[src/rtl/shift_frame_pkg.sv]
// Shared types and line levels for the serial frame receiver.
package shift_frame_pkg;

  typedef enum logic [1:0] {
    IDLE,
    DATA,
    PARITY,
    STOP
  } state_t;

  localparam logic IDLE_LEVEL  = 1'b1;
  localparam logic START_LEVEL = 1'b0;
  localparam logic STOP_LEVEL  = 1'b1;

endpackage

[src/rtl/rx_holding_reg.sv]
// One-entry valid/ready buffer for received words.
// Loads when empty or draining on the same edge; otherwise flags an overrun.
module rx_holding_reg #(
  parameter int WIDTH = 4
) (
  input  logic             clk,
  input  logic             reset,
  input  logic             load,
  input  logic [WIDTH-1:0] din,
  output logic [WIDTH-1:0] out,
  output logic             out_valid,
  input  logic             out_ready,
  output logic             overrun
);

  logic [WIDTH-1:0] data_q, data_d;
  logic             valid_q, valid_d;
  logic             ovr_q, ovr_d;
  logic             drain;
  logic             accept;

  assign drain  = valid_q & out_ready;
  assign accept = load & (~valid_q | drain);

  always_comb begin
    data_d  = data_q;
    valid_d = valid_q;
    ovr_d   = 1'b0;
    if (accept) begin
      data_d  = din;
      valid_d = 1'b1;
    end else if (drain) begin
      valid_d = 1'b0;
    end
    if (load && !accept) begin
      ovr_d = 1'b1;
    end
  end

  always_ff @(posedge clk) begin
    if (reset) begin
      data_q  <= '0;
      valid_q <= 1'b0;
      ovr_q   <= 1'b0;
    end else begin
      data_q  <= data_d;
      valid_q <= valid_d;
      ovr_q   <= ovr_d;
    end
  end

  assign out       = data_q;
  assign out_valid = valid_q;
  assign overrun   = ovr_q;

endmodule

[src/rtl/shift_frame_rx.sv]
// Serial frame receiver: start, WIDTH data bits, optional even parity, stop.
// Good words go to a one-entry holding register; errors pulse for one cycle.
module shift_frame_rx
  import shift_frame_pkg::*;
#(
  parameter int WIDTH     = 4,
  parameter int MSB_FIRST = 1,
  parameter int PARITY_EN = 1
) (
  input  logic             clk,
  input  logic             reset,
  input  logic             sin,
  input  logic             sin_en,
  output logic [WIDTH-1:0] out,
  output logic             out_valid,
  input  logic             out_ready,
  output logic             parity_err,
  output logic             frame_err,
  output logic             overrun,
  output logic             busy
);

  localparam int CW = $clog2(WIDTH + 1);
  localparam logic [CW-1:0] LAST = CW'(WIDTH - 1);

  state_t           state_q, state_d;
  logic [CW-1:0]    cnt_q, cnt_d;
  logic [WIDTH-1:0] sh_q, sh_d;
  logic             pacc_q, pacc_d;
  logic             pmis_q, pmis_d;
  logic             perr_q, perr_d;
  logic             ferr_q, ferr_d;
  logic [WIDTH-1:0] sh_shift;
  logic             good;

  generate
    if (MSB_FIRST != 0) begin : g_msb
      assign sh_shift = {sh_q[WIDTH-2:0], sin};
    end else begin : g_lsb
      assign sh_shift = {sin, sh_q[WIDTH-1:1]};
    end
  endgenerate

  always_comb begin
    state_d = state_q;
    cnt_d   = cnt_q;
    sh_d    = sh_q;
    pacc_d  = pacc_q;
    pmis_d  = pmis_q;
    perr_d  = 1'b0;
    ferr_d  = 1'b0;
    good    = 1'b0;
    if (sin_en) begin
      case (state_q)
        IDLE: begin
          if (sin == START_LEVEL) begin
            state_d = DATA;
            cnt_d   = '0;
            sh_d    = '0;
            pacc_d  = 1'b0;
            pmis_d  = 1'b0;
          end
        end
        DATA: begin
          sh_d   = sh_shift;
          pacc_d = pacc_q ^ sin;
          cnt_d  = cnt_q + CW'(1);
          if (cnt_q == LAST) begin
            cnt_d   = '0;
            state_d = (PARITY_EN != 0) ? PARITY : STOP;
          end
        end
        PARITY: begin
          pmis_d  = pacc_q ^ sin;
          state_d = STOP;
        end
        STOP: begin
          // Framing error outranks parity: only one pulse per frame.
          if (sin != STOP_LEVEL) begin
            ferr_d = 1'b1;
          end else if (pmis_q) begin
            perr_d = 1'b1;
          end else begin
            good = 1'b1;
          end
          state_d = IDLE;
        end
        default: state_d = IDLE;
      endcase
    end
  end

  always_ff @(posedge clk) begin
    if (reset) begin
      state_q <= IDLE;
      cnt_q   <= '0;
      sh_q    <= '0;
      pacc_q  <= 1'b0;
      pmis_q  <= 1'b0;
      perr_q  <= 1'b0;
      ferr_q  <= 1'b0;
    end else begin
      state_q <= state_d;
      cnt_q   <= cnt_d;
      sh_q    <= sh_d;
      pacc_q  <= pacc_d;
      pmis_q  <= pmis_d;
      perr_q  <= perr_d;
      ferr_q  <= ferr_d;
    end
  end

  rx_holding_reg #(
    .WIDTH(WIDTH)
  ) u_hold (
    .clk      (clk),
    .reset    (reset),
    .load     (good),
    .din      (sh_q),
    .out      (out),
    .out_valid(out_valid),
    .out_ready(out_ready),
    .overrun  (overrun)
  );

  assign parity_err = perr_q;
  assign frame_err  = ferr_q;
  assign busy       = (state_q != IDLE);

endmodule

[config.mk]
export PLATFORM = sky130hd
export DESIGN_NAME = shift_frame_rx
export DESIGN_NICKNAME = d
export VERILOG_FILES = /design/src/rtl/shift_frame_pkg.sv /design/src/rtl/rx_holding_reg.sv /design/src/rtl/shift_frame_rx.sv
export SDC_FILE = /design/constraint.sdc
export NUM_CORES = 1
export LEC_CHECK = 0
export ABC_AREA = 1
export BUFFER_PORTS_ARGS = -buffer_cell sky130_fd_sc_hd__buf_4
export CORE_UTILIZATION = 40
export CTS_CLUSTER_SIZE = 25
export DETAILED_ROUTE_END_ITERATION = 6
export PLACE_DENSITY_LB_ADDON = 0.3
export SLEW_MARGIN = 15
export SYNTH_ARGS = -nofsm -noshare
export SYNTH_HDL_FRONTEND = slang
export SYNTH_SLANG_ARGS = --single-unit
[constraint.sdc]
create_clock -name clk -period 2.5 [get_ports clk]
set_input_delay 0.5 -clock clk [delete_from_list [all_inputs] [get_ports clk]]
set_output_delay 0.5 -clock clk [all_outputs]
set_load 0.01 [all_outputs]
==> flow_metrics.py <==
metrics = {
    "hold_path": {
        "hp-class": "in -> reg",
    },
    "run": {
        "cap_viol_max_count": 0,
    },
    "placed_design": {
        "routabilityCongestion": 0.774,
        "post-dp-hpwl_mm": 1.29,
        "post_dp_cell_area_um2": 1060,
        "dp.cells": 171,
        "io_buffers": 13,
    },
    "critical_path": {
        "start_kind": "flip-flop",
        "arrival_ns": 1.26,
        "endpoint_kind": "primary output",
        "critical_path_peak_fanout": 4,
        "critPathMaxStageDelay_ns": 0.40,
        "cpLargestDelayFamily": "flip-flops",
        "cpMostUsedCell": "inv_1",
        "r2r_slack_ns": 1.09,
        "crit_chain": "inv_1 -> ha_1 -> inv_1 -> buf_4",
        "cpMaxStageDelayCell": "dfxtp_1",
        "worst-path-buf-inv": 3,
        "required_ns": 2.00,
        "path_class": "reg -> out",
    },
    "yosys": {
        "yosys_warnings": 0,
        "yosysSeqAreaShare_pct": 40.6,
        "synthesis.area_um2": 936,
        "syn-num-nets": 142,
        "ys_types": 19,
        "synth_top_area_cell": "dfxtp_1",
        "synth_top_cells_by_area": "dfxtp_1 (41%), nand2_1 (13%), inv_1 (8.8%), ha_1 (8.0%), nor2_1 (5.6%)",
        "yosysTopAreaCellShare_pct": 40.6,
        "ys_seq_elements": 19,
        "synth_cells": 131,
        "avgSynthCellArea_um2": 7.14,
    },
    "floorplan": {
        "dieWidth_um": 50.4,
        "start_util_pct": 42.3,
        "die_y_um": 50.4,
        "die-area_um2": 2540,
        "core_um2": 2210,
        "pin_count": 14,
        "rows": 17,
    },
    "clock_tree": {
        "cts_root_buffer": "clkbuf_4",
        "cts_buffers": 3,
        "cts_resized": 0,
        "cts_max_level": 1,
        "clk_pin_slew_ns": 0.11,
        "cts_tree": "built",
        "clk_latency_ns": 0.31,
        "cts_sinks": 19,
        "cts_buffer_depth": 2,
        "ctsHoldBuffers": 0,
        "post-cts-setup-buffer-count": 0,
    },
    "route": {
        "routedWlPerCell_um": 9.70,
        "vias_per_cell": 4.51,
        "drt_pre_antenna_iters": 4,
        "drc": 0,
        "drt-total-wl_mm": 1.70,
        "detail_route.iter0.violations": 6,
        "ant_nets": 0,
        "vias": 789,
    },
    "global_routing": {
        "grt_max_degree": 11,
        "grt_pass1_vias": 759,
        "antenna_found_initial": 0,
        "grt_overflow": 0,
        "grt_pass1_wl_mm": 3.02,
        "grt_use_total_pct": 15.8,
    },
    "run_status": {
        "status": "finished, final reports clean",
    },
    "pwr": {
        "p_comb_share_pct": 20.5,
        "sw_frac_of_total_pct": 30.9,
        "sequentialPowerShare_pct": 52.6,
        "p_clk_share_pct": 26.9,
        "p_switching_mw": 0.190,
        "pwr_density_cell_nw_per_um2": 564,
        "ir_drop_mv": 0.310,
        "power.internal_mw": 0.425,
        "p_leak_nw": 0.482,
    },
    "timing": {
        "finClkSkew_ns": 0.00552,
        "fmax_ghz": 0.569,
        "holdWs_ns": 0.401,
        "slew_violations": 0,
        "fin_crit_sh_pct": 70.3,
        "rsz0062_at_grt": "no",
        "final_hold_viol_count": 0,
        "fin_crit_ns": 1.76,
        "max_slew_margin_pct": 81.0,
        "setup_tns_ns": 0,
        "worst_slew_pin_slew_ns": 0.285,
        "setup_viol": 0,
    },
    "layout": {
        "layout-drive-gt1-share_pct": 20.4,
        "layout.cells.non_filler": 175,
        "layout_commonest_cell": "nand2_1",
        "syn_to_final_growth_pct": 16.4,
        "layout.nets": 159,
        "insertedDiodeCount": 0,
        "final_area_um2": 1090,
        "final_cell_mix": "nand2_1 (32), inv_1 (22), dfxtp_1 (19), nor2_1 (14), buf_4 (13)",
    },
}
-- per-stage QoR --
step | utilization [%] | worst slack, ns | power (mW)
after floorplan | - | 1.23 | 0.423
after global routing | 49.3 | 0.661 | 0.647
final | 49.3 | 0.743 | 0.615
after global placement | 48.1 | 1.13 | 0.453
after detailed placement | 48.1 | 1.08 | 0.457
after CTS | 49.3 | 0.724 | 0.618
-- power by group through the flow --
stage | clock [mW] | sequential, mW | combinational [mW]
final | 0.165 | 0.324 | 0.126
after global routing | 0.175 | 0.326 | 0.146
after CTS | 0.167 | 0.324 | 0.127
after detailed placement | 0 | 0.331 | 0.127
after global placement | 0 | 0.330 | 0.123
after floorplan | 0 | 0.329 | 0.0935
-- sequential cells by signal (all words and copies together), names as in the netlist --
name	cells
u_hold.out_valid	1
u_hold.out	4
parity_err	1
frame_err	1
pacc_q	1
u_hold.overrun	1
state_q	2
sh_q	4
pmis_q	1
cnt_q	3
-- cells in the mapped netlist (all sizes together) --
library cell  instances
ha                    6
a21oi                 8
nor2                 21
dfxtp                19
inv                  24
nand3                 8
clkinv                1
o21ai                 3
nand2                36
nor3                  2
buf                   1
nand3b                2
-- path summary, 6_finish.rpt --
path                   start   endpoint  cells after the start
hold reg to reg     cnt_q[2]   cnt_q[2]                      2
setup / recovery  state_q[0]       busy                      4
setup reg to reg  state_q[0]    sh_q[0]                      7
hold / removal           sin  frame_err                      2
-- routing by layer --
layer,share of wire (%),up-vias,GRT usage [%]
met4,2.7,0,9.72
met1,50,346,18.5
met3,2.8,5,2.73
met5,0,-,0
li1,-,427,-
met2,45,11,26.7
-- cells by family after synthesis --
family,count (synthesis),synth area share [%]
simple gates,69,34.9
buf+inv,26,10.6
flops,19,40.6
compound gates,11,5.88
fa+ha+maj,6,8.02
-- cell type report --
class	instances	area, um^2
tap	28	35.0
inverter	25	93.8
sequential	19	380
timing repair buffer	13	97.6
clock buffer	4	26.3
multi-input combinational	86	457
fill	239	1120
Power figures use the tool's default switching activity.
